==> src/rtl/mem_port_arbiter_if.sv <==
// ---------------------------------------------------------------------------
// mem_port_arbiter_if
//
// Purpose: bundles the two requester handshakes (instruction fetch and data
// access) and the single-port memory command/response bus seen by
// mem_port_arbiter.
//
// Signals:
//   if_req / if_addr              fetch request (level) and word address
//   if_ready / if_rdata           fetch completion pulse and fetched word
//   dm_req / dm_we / dm_addr      data request, write flag, word address
//   dm_wdata / dm_be              write data and byte enables
//   dm_ready / dm_rdata           data completion pulse and read word
//   mem_en / mem_we / mem_addr    memory command strobe, write, address
//   mem_wdata / mem_be            memory write data and byte enables
//   mem_rdata                     memory read data (fixed latency)
//
// Modports:
//   slave  - the arbiter's view
//   master - the pipeline / memory side view
// ---------------------------------------------------------------------------
interface mem_port_arbiter_if #(
    parameter int ADDR_W = 10
);
    logic              if_req;
    logic [ADDR_W-1:0] if_addr;
    logic              if_ready;
    logic [31:0]       if_rdata;

    logic              dm_req;
    logic              dm_we;
    logic [ADDR_W-1:0] dm_addr;
    logic [31:0]       dm_wdata;
    logic [3:0]        dm_be;
    logic              dm_ready;
    logic [31:0]       dm_rdata;

    logic              mem_en;
    logic              mem_we;
    logic [ADDR_W-1:0] mem_addr;
    logic [31:0]       mem_wdata;
    logic [3:0]        mem_be;
    logic [31:0]       mem_rdata;

    modport slave (
        input  if_req, if_addr,
        output if_ready, if_rdata,
        input  dm_req, dm_we, dm_addr, dm_wdata, dm_be,
        output dm_ready, dm_rdata,
        output mem_en, mem_we, mem_addr, mem_wdata, mem_be,
        input  mem_rdata
    );

    modport master (
        output if_req, if_addr,
        input  if_ready, if_rdata,
        output dm_req, dm_we, dm_addr, dm_wdata, dm_be,
        input  dm_ready, dm_rdata,
        input  mem_en, mem_we, mem_addr, mem_wdata, mem_be,
        output mem_rdata
    );
endinterface

==> src/rtl/mem_port_arbiter.sv <==
// ---------------------------------------------------------------------------
// mem_port_arbiter
//
// Purpose: shares one single-port, fixed-latency memory between the
// instruction fetch (IF) and MEM-stage data (DM) requesters. One transaction
// is in flight at a time; DM wins ties because it belongs to the older
// instruction. Reads wait LAT cycles for mem_rdata, writes are posted.
//
// Ports:
//   clk   in   rising-edge clock
//   rst   in   synchronous, active-low reset
//   bus   slave modport of mem_port_arbiter_if (requesters + memory bus)
//   busy  out  high whenever the FSM is not IDLE
//
// Optional feature (macro ARB_STARVE_GUARD_EN): after MAX_DM_STREAK
// consecutive DM grants made while IF was waiting, the next contested grant
// goes to IF. With the macro undefined DM priority is strict.
// ---------------------------------------------------------------------------
module mem_port_arbiter #(
    parameter int ADDR_W        = 10,
    parameter int LAT           = 2,
    parameter int MAX_DM_STREAK = 4
) (
    input  logic                clk,
    input  logic                rst,
    mem_port_arbiter_if.slave   bus,
    output logic                busy
);
    localparam int CNT_W = $clog2(LAT + 1);

    if (LAT < 1 || MAX_DM_STREAK < 1) begin : g_param_check
        $error("mem_port_arbiter: LAT and MAX_DM_STREAK must be >= 1");
    end

    typedef enum logic [1:0] {IDLE, ISSUE, WAIT, DONE} state_t;

    state_t            state_q, state_d;
    logic              gnt_q, gnt_d;        // 0 = IF, 1 = DM
    logic [CNT_W-1:0]  cnt_q, cnt_d;
    logic              we_q, we_d;
    logic [ADDR_W-1:0] addr_q, addr_d;
    logic [31:0]       wdata_q, wdata_d;
    logic [3:0]        be_q, be_d;
    logic [31:0]       if_rdata_q, if_rdata_d;
    logic [31:0]       dm_rdata_q, dm_rdata_d;

    logic force_if;
    logic dm_grant;
    logic if_grant;

    // Grant decisions are only meaningful in IDLE; the starvation guard can
    // override DM priority only when IF is actually waiting.
    assign dm_grant = (state_q == IDLE) && bus.dm_req && !(force_if && bus.if_req);
    assign if_grant = (state_q == IDLE) && bus.if_req && !dm_grant;

`ifdef ARB_STARVE_GUARD_EN
    localparam int STRK_W = $clog2(MAX_DM_STREAK + 1);

    logic [STRK_W-1:0] streak_q, streak_d;

    assign force_if = (streak_q == STRK_W'(MAX_DM_STREAK));

    // A DM grant with IF waiting is never forced, so the streak tops out at
    // MAX_DM_STREAK and cannot wrap.
    always_comb begin
        streak_d = streak_q;
        if (if_grant) begin
            streak_d = '0;
        end else if (dm_grant && bus.if_req) begin
            streak_d = streak_q + 1'b1;
        end
    end

    always_ff @(posedge clk) begin
        if (!rst) begin
            streak_q <= '0;
        end else begin
            streak_q <= streak_d;
        end
    end
`else
    assign force_if = 1'b0;
`endif

    always_comb begin
        state_d    = state_q;
        gnt_d      = gnt_q;
        cnt_d      = cnt_q;
        we_d       = we_q;
        addr_d     = addr_q;
        wdata_d    = wdata_q;
        be_d       = be_q;
        if_rdata_d = if_rdata_q;
        dm_rdata_d = dm_rdata_q;

        unique case (state_q)
            IDLE: begin
                if (dm_grant) begin
                    gnt_d   = 1'b1;
                    we_d    = bus.dm_we;
                    addr_d  = bus.dm_addr;
                    wdata_d = bus.dm_wdata;
                    be_d    = bus.dm_be;
                    state_d = ISSUE;
                end else if (if_grant) begin
                    gnt_d   = 1'b0;
                    we_d    = 1'b0;
                    addr_d  = bus.if_addr;
                    be_d    = 4'b1111;
                    state_d = ISSUE;
                end
            end
            ISSUE: begin
                if (we_q) begin
                    // Posted write: nothing comes back from the memory.
                    state_d = DONE;
                end else begin
                    cnt_d   = CNT_W'(LAT - 1);
                    state_d = WAIT;
                end
            end
            WAIT: begin
                if (cnt_q == '0) begin
                    if (gnt_q) begin
                        dm_rdata_d = bus.mem_rdata;
                    end else begin
                        if_rdata_d = bus.mem_rdata;
                    end
                    state_d = DONE;
                end else begin
                    cnt_d = cnt_q - 1'b1;
                end
            end
            DONE: begin
                // Requests seen here are deliberately ignored.
                state_d = IDLE;
            end
            default: begin
                state_d = IDLE;
            end
        endcase
    end

    always_ff @(posedge clk) begin
        if (!rst) begin
            state_q    <= IDLE;
            gnt_q      <= 1'b0;
            cnt_q      <= '0;
            we_q       <= 1'b0;
            addr_q     <= '0;
            wdata_q    <= '0;
            be_q       <= '0;
            if_rdata_q <= '0;
            dm_rdata_q <= '0;
        end else begin
            state_q    <= state_d;
            gnt_q      <= gnt_d;
            cnt_q      <= cnt_d;
            we_q       <= we_d;
            addr_q     <= addr_d;
            wdata_q    <= wdata_d;
            be_q       <= be_d;
            if_rdata_q <= if_rdata_d;
            dm_rdata_q <= dm_rdata_d;
        end
    end

    // Strobes are asserted only in ISSUE; address and write data simply
    // hold the last command between transactions.
    assign bus.mem_en    = (state_q == ISSUE);
    assign bus.mem_we    = (state_q == ISSUE) && we_q;
    assign bus.mem_be    = (state_q == ISSUE) ? be_q : 4'b0000;
    assign bus.mem_addr  = addr_q;
    assign bus.mem_wdata = wdata_q;

    assign bus.if_ready  = (state_q == DONE) && !gnt_q;
    assign bus.dm_ready  = (state_q == DONE) && gnt_q;
    assign bus.if_rdata  = if_rdata_q;
    assign bus.dm_rdata  = dm_rdata_q;

    assign busy = (state_q != IDLE);
endmodule

==> src/flat_wrapper.sv <==
// flat-port wrapper written by rule: the top's interface ports become plain ports
module mem_port_arbiter_flat 
#(
    parameter int ADDR_W        = 10,
    parameter int LAT           = 2,
    parameter int MAX_DM_STREAK = 4
)
  (clk, rst, busy, bus_if_req, bus_if_addr, bus_if_ready, bus_if_rdata, bus_dm_req, bus_dm_we, bus_dm_addr, bus_dm_wdata, bus_dm_be, bus_dm_ready, bus_dm_rdata, bus_mem_en, bus_mem_we, bus_mem_addr, bus_mem_wdata, bus_mem_be, bus_mem_rdata);
  mem_port_arbiter_if #(.ADDR_W(ADDR_W)) bus_i ();
  input  logic clk;
  input  logic rst;
  output logic busy;
  input wire logic [$bits(bus_i.if_req)-1:0] bus_if_req;
  input wire logic [$bits(bus_i.if_addr)-1:0] bus_if_addr;
  output wire logic [$bits(bus_i.if_ready)-1:0] bus_if_ready;
  output wire logic [$bits(bus_i.if_rdata)-1:0] bus_if_rdata;
  input wire logic [$bits(bus_i.dm_req)-1:0] bus_dm_req;
  input wire logic [$bits(bus_i.dm_we)-1:0] bus_dm_we;
  input wire logic [$bits(bus_i.dm_addr)-1:0] bus_dm_addr;
  input wire logic [$bits(bus_i.dm_wdata)-1:0] bus_dm_wdata;
  input wire logic [$bits(bus_i.dm_be)-1:0] bus_dm_be;
  output wire logic [$bits(bus_i.dm_ready)-1:0] bus_dm_ready;
  output wire logic [$bits(bus_i.dm_rdata)-1:0] bus_dm_rdata;
  output wire logic [$bits(bus_i.mem_en)-1:0] bus_mem_en;
  output wire logic [$bits(bus_i.mem_we)-1:0] bus_mem_we;
  output wire logic [$bits(bus_i.mem_addr)-1:0] bus_mem_addr;
  output wire logic [$bits(bus_i.mem_wdata)-1:0] bus_mem_wdata;
  output wire logic [$bits(bus_i.mem_be)-1:0] bus_mem_be;
  input wire logic [$bits(bus_i.mem_rdata)-1:0] bus_mem_rdata;
  assign bus_i.if_req = bus_if_req;
  assign bus_i.if_addr = bus_if_addr;
  assign bus_if_ready = bus_i.if_ready;
  assign bus_if_rdata = bus_i.if_rdata;
  assign bus_i.dm_req = bus_dm_req;
  assign bus_i.dm_we = bus_dm_we;
  assign bus_i.dm_addr = bus_dm_addr;
  assign bus_i.dm_wdata = bus_dm_wdata;
  assign bus_i.dm_be = bus_dm_be;
  assign bus_dm_ready = bus_i.dm_ready;
  assign bus_dm_rdata = bus_i.dm_rdata;
  assign bus_mem_en = bus_i.mem_en;
  assign bus_mem_we = bus_i.mem_we;
  assign bus_mem_addr = bus_i.mem_addr;
  assign bus_mem_wdata = bus_i.mem_wdata;
  assign bus_mem_be = bus_i.mem_be;
  assign bus_i.mem_rdata = bus_mem_rdata;
  mem_port_arbiter #(.ADDR_W(ADDR_W), .LAT(LAT), .MAX_DM_STREAK(MAX_DM_STREAK)) u_core (.clk(clk), .rst(rst), .bus(bus_i), .busy(busy));
endmodule
==> config.mk <==
export PLATFORM = sky130hd
export DESIGN_NAME = mem_port_arbiter_flat
export DESIGN_NICKNAME = d
export VERILOG_FILES = /design/src/rtl/mem_port_arbiter_if.sv /design/src/rtl/mem_port_arbiter.sv /design/src/flat_wrapper.sv
export SDC_FILE = /design/constraint.sdc
export NUM_CORES = 1
export LEC_CHECK = 0
export CAP_MARGIN = 20
export CORE_MARGIN = 2
export CORE_UTILIZATION = 45
export DETAILED_ROUTE_END_ITERATION = 7
export GPL_ROUTABILITY_DRIVEN = 1
export PLACE_DENSITY = 0.94
export SLEW_MARGIN = 20
export SYNTH_ARGS = -nofsm -noshare
export SYNTH_HDL_FRONTEND = slang
export SYNTH_SLANG_ARGS = --single-unit
==> constraint.sdc <==
create_clock -name clk -period 3.7 [get_ports clk]
set_input_delay 0.74 -clock clk [delete_from_list [all_inputs] [get_ports clk]]
set_output_delay 0.74 -clock clk [all_outputs]
set_load 0.005 [all_outputs]
== After elaboration in Yosys (flattened, before gate mapping) ==
Cells that the tools add are included.

* Register bits: 116
* Input port bits: 93
* Logic and storage cells: 53

* Bitwise operators: 1
* Multiplexer cells: 16
* Equal/unequal tests: 7
* Add/subtract/negate cells: 1
* Reduce and logical (&&, ||, !) cells: 19

{| class="wikitable"
|+ Operator list
! operator !! number
|-
| two-way mux 10 bit || 2
|-
| two-way mux 4 bit || 3
|-
| two-way mux 2 bit || 5
|-
| AND reduction 3 bit || 3
|-
| case mux 2 bit (4 select lines) || 1
|-
| logical AND 1 bit || 6
|-
| AND reduction 2 bit || 3
|-
| nonzero test 2 bit || 3
|-
| == test 2 bit, second input constant || 2
|-
| zero test 2 bit || 2
|-
| two-way mux 1 bit || 4
|-
| inequality test 2 bit, second input constant || 2
|-
| case mux 2 bit (2 select lines) || 1
|-
| inequality test 3 x 1 -> 1 bit, second input constant || 1
|-
| == test 2 x 1 -> 1 bit, second input constant || 1
|-
| zero test 1 bit || 2
|-
| inequality test 2 x 1 -> 1 bit, second input constant || 1
|-
| subtractor 2 x 1 -> 2 bit, second input constant || 1
|-
| inverter 1 bit || 1
|}

== Depth between registers and ports, before layout ==
Gate-level depths: netlist of the first run.

* Depth after elaboration: 7
* Depth in mapped cells: 8
* Mapped depth without buffers: 5

== Worst setup path before layout of the first run ==
OpenSTA, ideal clock, no wires.

* Kind: register -> output
* From: reg u_core.state_q[0]
* To: out busy
* Data required time: 2.960 ns
* Cell stages (with the launch flop): 6
* Buffers on the path: 2
* Arrival: 1.055 ns
* Slack: 1.905 ns
* Path through: dfxtp_1 -> inv_1 -> ha_1 -> buf_2 -> clkbuf_1 -> inv_1

* Longest elaborated chain between the ends: 1

{| class="wikitable"
|+ Ends and longest elaborated chain
! what !! RTL line !! RTL
|-
| start, declared || mem_port_arbiter.sv:37 || <nowiki>state_t state_q, state_d;</nowiki>
|-
| start signal, assigned || mem_port_arbiter.sv:156 || <nowiki>state_q <= state_d;</nowiki>
|-
| nonzero test 2 bit || mem_port_arbiter.sv:181 || <nowiki>assign busy = (state_q != IDLE);</nowiki>
|-
| end, declared || flat_wrapper.sv:12 || <nowiki>output logic busy;</nowiki>
|}

No other way between the ends.

== Final worst setup path of the first run ==
* From: reg u_core.state_q[1]
* To: out busy

Same word-level chain as after synthesis.

==> run_results.csv, run 1 <==
group,metric,value,unit
status,status,"completed",
clocking,clkTransAtPathRegs,0.06,ns
job,max_cap_violations,0,
final_layout,num-nets-final,835,
worst_setup_path,required,2.96,ns
floorplan,core,0.0102,sq mm
drt,viasPerCell,5.01,
synthesis,synth.area.mux_share,0.00429,
clocking,root_buffer,"clkbuf_8",
timing,finalClockSkew,0.0136,ns
clocking,cts_buffers,17,
worst_setup_path,critPathMaxStageDelay,0.54,ns
final_layout,antenna_cells,0,
timing,finalSetupTns,0,ns
final_layout,drive_gt1_frac,0.0601,
synthesis,synthCells,546,
timing,max_slew_margin,0.457,
floorplan,die_height,106,microns
synthesis,yosysSeqAreaShare,0.498,
synthesis,synthAdderAreaFrac,0.0161,
drt,dr.pass1.iters,4,
synthesis,synth_warnings,0,
worst_setup_path,cp_max_fo,17,
clocking,cts_resized,0,
pwr,total_power,4.30,mW
final_layout,n_fill_cell,723,
clocking,insertion_delay,0.50,ns
clocking,clk_path_buf_depth,2,
floorplan,die_w,106,microns
synthesis,ys_ff_latch,116,
final_layout,multi_input_area,0.00202,sq mm
floorplan,die-area,0.0112,sq mm
global_routing,grt_pass1_wl,20500,microns
synthesis,synth-compound-area-share,0.217,
timing,min_period,2.80,ns
pwr,peakVddDrop,0.364,mV
clocking,post_cts_buffers,0,
pwr,power.density,591,mW/mm^2
synthesis,synth-xor-area-share,0,
synthesis,synth_top_family_by_area,"compound AO/OA/AOI/OAI gates",
final_layout,final_util,0.714,
worst_setup_path,crit_arrival,2.06,ns
timing,maxSlewViolCount,0,
pwr,p_leak,2.67,nW
global_routing,grt_pass1_vias,4383,
worst_setup_path,critPathMostFrequentCell,"inv_1",
synthesis,netlist_area,0.00466,sq mm
global_routing,globalRouteTotalUtil,0.229,
synthesis,yosys.area_share.simple,0.196,
global_routing,overflow,0,
synthesis,syn_avg_cell_area,8.54,sq um
worst_setup_path,crit_chain,"inv_1 > ha_1 > inv_1 > clkdlybuf4s50_1",
worst_setup_path,cp_slowest_cell,"ha_1",
global_routing,global_route.usage.met1,0.249,
place,dp_hpwl,9310,microns
place,portBuffers,207,
floorplan,std_cell_rows,37,
timing,setup_violations,0,
timing,rsz0062_at_grt,"false",
drt,final_antenna_net_count,0,
final_layout,synthToLayoutAreaGrowth,55.9,%
timing,finalHoldViolCount,0,
drt,routed_wirelength,13200,microns
clocking,cts_tree,"done",
clocking,htree_levels,4,
synthesis,syn_nets,645,
global_routing,grt_util_met2,0.419,
drt,drt-wirelength-per-cell,14.9,microns
clocking,clkSinkCount,116,
global_routing,antenna_found_initial,0,
drt,drt_iter0_markers,241,
drt,post-route-drc-count,0,
timing,max_freq,357,MHz
timing,post-route-period-util,0.757,
timing,whs,0.451,ns
worst_setup_path,worstSetupPathType,"reg -> out",
floorplan,io-pin-count,208,
global_routing,grt_max_degree,69,
worst_setup_path,cp-start-kind,"flip-flop",
place,gp_congestion,0.759,
global_routing,grtUsageMet3,0.0482,
floorplan,initial_utilization,0.458,
clocking,hold_buffers,0,
synthesis,ys_types,30,
final_layout,regArea,0.00232,sq mm
global_routing,busiest_layer,"met2",
worst_setup_path,cp-end-kind,"primary output",
drt,routed-via-count,4437,
timing,worst_slew_pin_slew,0.815,ns
worst_hold_path,hold_class,"reg -> reg",
cells by family (layout without fill, tap and decap cells):
logic type                 Yosys count  after routing
buffers and inverters               55            258
DFF                                116            116
adders and majority gates            6              6
muxes                                2              2
and+or+nand+nor                    229            229
AOI/OAI and AO/OA                  138            138
metal layers:
metal | vias up | wire (microns)
met5 | - | 0
met2 | 185 | 6790
met1 | 2061 | 5220
li1 | 2156 | -
met3 | 35 | 787
met4 | 0 | 399
report_power, final:
part | switching (mW) | total, mW | internal, mW
sequential | 0.115 | 1.56 | 1.44
combinational | 0.551 | 1.15 | 0.595
clock | 0.592 | 1.59 | 1.00
worst max-delay path, delay by kind of cell, from the launching register on:
kind       cells  cell delay (ns)
flops          1             0.35
fa+ha+maj      1             0.54
buf+inv        3             0.68
sequential cells by signal, summed over array words and instances (netlist names):
register              cells
u_core.bus.dm_rdata      32
u_core.bus.if_rdata      32
u_core.bus.mem_wdata     32
u_core.bus.mem_addr      10
u_core.be_q               4
u_core.cnt_q              2
u_core.state_q            2
u_core.gnt_q              1
u_core.we_q               1
worst paths after layout:
| kind | start | end | slack (ns) | cells after the start |
|---|---|---|---|---|
| max | u_core.state_q[1] | busy | 0.90 | 4 |
| min | u_core.bus.mem_wdata[2] | u_core.bus.mem_wdata[2] | 0.45 | 2 |
| max reg2reg | u_core.state_q[1] | u_core.be_q[3] | 1.59 | 4 |
| min reg2reg | u_core.bus.mem_wdata[2] | u_core.bus.mem_wdata[2] | 0.45 | 2 |
cell usage in the layout, fill, tap and decap left out, types with 2 or more instances in the layout:
cell and count:
clkdlybuf4s50_1 206, o21ai_0 11, o221a_2 5, a22o_1 9
mux2i_1 2, clkinv_4 3, bufinv_16 2, nand2_1 198
ha_1 6, clkbuf_8 3, inv_1 15, a21boi_0 51
dfxtp_1 116, nor2_1 11, clkbuf_16 16, clkinvlp_4 4
a21boi_1 45, nand3b_1 2, nand3_1 2, nor2b_1 5
a21oi_1 11, and2_1 6, inv_6 3, buf_4 3
layout make-up:
class,count,share of cell area
clock buffers,19,0.0608
clock inverters,13,0.0203
inverters,15,0.00775
multi-input cells,375,0.278
flip-flops and latches,116,0.319
well taps,136,0.0234
repair buffers,211,0.290
synth_stat cells, drive strengths merged:
cell type	count	area share
nand3	2	0.0021
nand2b	1	0.0013
nor2	11	0.0089
a21oi	11	0.012
clkbuf	12	0.0097
a21o	1	0.0016
mux2i	2	0.0043
o21ai	11	0.012
a21boi	96	0.15
buf	28	0.047
and3b	1	0.0019
o21a	1	0.0016
nand2	199	0.16
nand3b	2	0.0032
inv	15	0.012
and2	6	0.0081
a32o	1	0.0021
o221a	5	0.012
a22o	9	0.017
and3	2	0.0027
nor2b	5	0.0067
dfxtp	116	0.50
a211oi	1	0.0016
o22ai	1	0.0013
ha	6	0.016
a22oi	1	0.0016
through the flow:
step           setup WS [ns]  area, sq um  cells
6_report               0.898         7270    885
2_1_floorplan           1.91         4660    546
5_1_grt                0.782         7270    885
3_3_place_gp           0.939         6680    853
4_1_cts                0.893         7270    885
3_5_place_dp           0.820         6680    853
Power figures use the tool's default switching activity.
==> inputs of run 2 (changes only) <==
- CORE_UTILIZATION: 45 -> 42
- PLACE_DENSITY: 0.94 -> 0.9
- clock period: 3.7 -> 2.6 ns (I/O delays scaled with it)
==> run_results.csv, run 2 (synthesized netlist as in run 1, its figures left out) <==
group,metric,value,unit
floorplan,initial_utilization,0.430,
timing,setup_violations,0,
clocking,cts_buffers,17,
timing,max_slew_margin,0.538,
worst_setup_path,cp-start-kind,"flip-flop",
job,max_cap_violations,0,
worst_hold_path,hold_depth,2,
final_layout,regArea,0.00232,sq mm
place,gp_congestion,0.817,
clocking,cts_tree,"done",
pwr,peakVddDrop,0.513,mV
timing,maxSlewViolCount,0,
timing,max_freq,405,MHz
clocking,clkSinkCount,116,
clocking,hold_buffers,0,
drt,post-route-drc-count,0,
pwr,total_power,5.93,mW
global_routing,overflow,0,
floorplan,std_cell_rows,38,
status,status,"completed",
place,dp_hpwl,9150,microns
worst_setup_path,crit_arrival,1.95,ns
worst_setup_path,required,2.08,ns
clocking,cts_resized,0,
floorplan,die_w,109,microns
clocking,post_cts_buffers,0,
final_layout,drive_gt1_frac,0.0561,
clocking,htree_levels,4,
worst_setup_path,r2r_slack,0.66,ns
drt,viasPerCell,4.93,
floorplan,core,0.0108,sq mm
pwr,p_leak,2.69,nW
timing,finalClockSkew,0.0107,ns
final_layout,multi_input_area,0.00202,sq mm
clocking,clk_path_buf_depth,2,
drt,wl_met3,745,microns
final_layout,final_area,0.00724,sq mm
worst_setup_path,rr_worst_depth,6,
drt,routed.top_layer,"met4",
drt,routed-via-count,4387,
final_layout,n_fill_cell,862,
worst_hold_path,worstHoldStart,"u_core.bus.if_rdata[22]",
clocking,clkTransAtPathRegs,0.06,ns
floorplan,die-area,0.0120,sq mm
drt,drt_iter0_markers,231,
timing,post-route-period-util,0.950,
final_layout,mostFrequentLayoutCells,"clkdlybuf4s50_1 (206), nand2_1 (198), dfxtp_1 (116), a21boi_0 (51), a21boi_1 (45)",
worst_setup_path,rr_startpoint,"u_core.state_q[0]",
global_routing,grt_max_degree,120,
worst_setup_path,cp_max_fo,6,
worst_setup_path,r2r-end,"u_core.bus.mem_wdata[3]",
drt,met1_length,5140,microns
final_layout,synthToLayoutAreaGrowth,55.3,%
drt,final_antenna_net_count,0,
place,portBuffers,207,
floorplan,die_height,109,microns
floorplan,io-pin-count,208,
drt,drt-wirelength-per-cell,14.7,microns
global_routing,antenna_found_initial,0,
pwr,power.density,819,mW/mm^2
worst_setup_path,cp-startpoint,"u_core.state_q[1]",
place,placed_area,0.00671,sq mm
final_layout,num-nets-final,839,
worst_setup_path,cp-end-kind,"primary output",
global_routing,grt_pass1_vias,4381,
place,place_ws,0.482,ns
worst_hold_path,hold_class,"reg -> reg",
timing,finalSetupTns,0,ns
drt,routed_wirelength,13000,microns
final_layout,antenna_cells,0,
drt,routed-wl-met2,6820,microns
clocking,root_buffer,"clkbuf_8",
timing,finalHoldViolCount,0,
timing,min_period,2.47,ns
drt,dr.pass1.iters,4,
timing,fin_ws,0.129,ns
worst_hold_path,whs_endpoint,"u_core.bus.if_rdata[22]",
worst_setup_path,worstSetupPathType,"reg -> out",
timing,rsz0062_at_grt,"false",
final_layout,final_util,0.668,
global_routing,globalRouteTotalUtil,0.213,
global_routing,grt_pass1_wl,20100,microns
timing,worst_slew_pin_slew,0.690,ns
final_layout,final_common_cell,"clkdlybuf4s50_1",
clocking,insertion_delay,0.49,ns
## run 2: cell types whose count changed in the layout (fill, tap and decap cells not counted), moves of 2 or more
cell	previous run	this run
clkinv_4	3	0
clkinvlp_4	4	0
inv_6	3	0
clkbuf_8	3	5
buf_4	3	7
clkinv_2	1	5
## run 2: metrics by stage
step,hold slack (ns),instances
finish,0.450,889
global route,0.475,889
CTS,0.453,889
detailed placement,0.446,861
global placement,0.441,861
floorplan,0.446,546
## run 2: how the worst max path moves through the flow
| stage | slack [ns] | to |
|---|---|---|
| 6_report | 0.13 | bus_mem_we |
| 5_1_grt | 0.03 | bus_mem_we |
| 4_1_cts | 0.10 | bus_mem_we |
| 3_5_place_dp | 0.48 | u_core.bus.mem_addr[2] |
| 3_3_place_gp | 0.62 | u_core.be_q[2] |
| 2_1_floorplan | 1.03 | busy |
## run 2: critical path, stage by stage (launching register included)
cell	delay [ns]
dfxtp_1	0.35
inv_1	0.13
ha_1	0.25
nand2_1	0.13
inv_1	0.08
clkdlybuf4s50_1	0.51
## run 2: layer usage
| metal | global-route usage | up-vias |
|---|---|---|
| met5 | 0 | - |
| met4 | 0.0877 | 0 |
| met3 | 0.0551 | 30 |
| met2 | 0.392 | 158 |
| met1 | 0.231 | 2039 |
| li1 | - | 2160 |
## run 2: layout make-up
| class | count | area share |
|---|---|---|
| multi-input cells | 375 | 0.279 |
| clock buffers | 22 | 0.0653 |
| flip-flops and latches | 116 | 0.321 |
| well taps | 140 | 0.0242 |
| clock inverters | 6 | 0.00760 |
| repair buffers | 215 | 0.295 |
| inverters | 15 | 0.00778 |
## run 2: where the power goes
group          switching (mW)  leakage (nW)  internal [mW]  total [mW]
sequential              0.160         0.945           2.06        2.22
clock                   0.721         0.268           1.33        2.06
combinational           0.798          1.47          0.862        1.66
total                    1.68          2.69           4.25        5.93
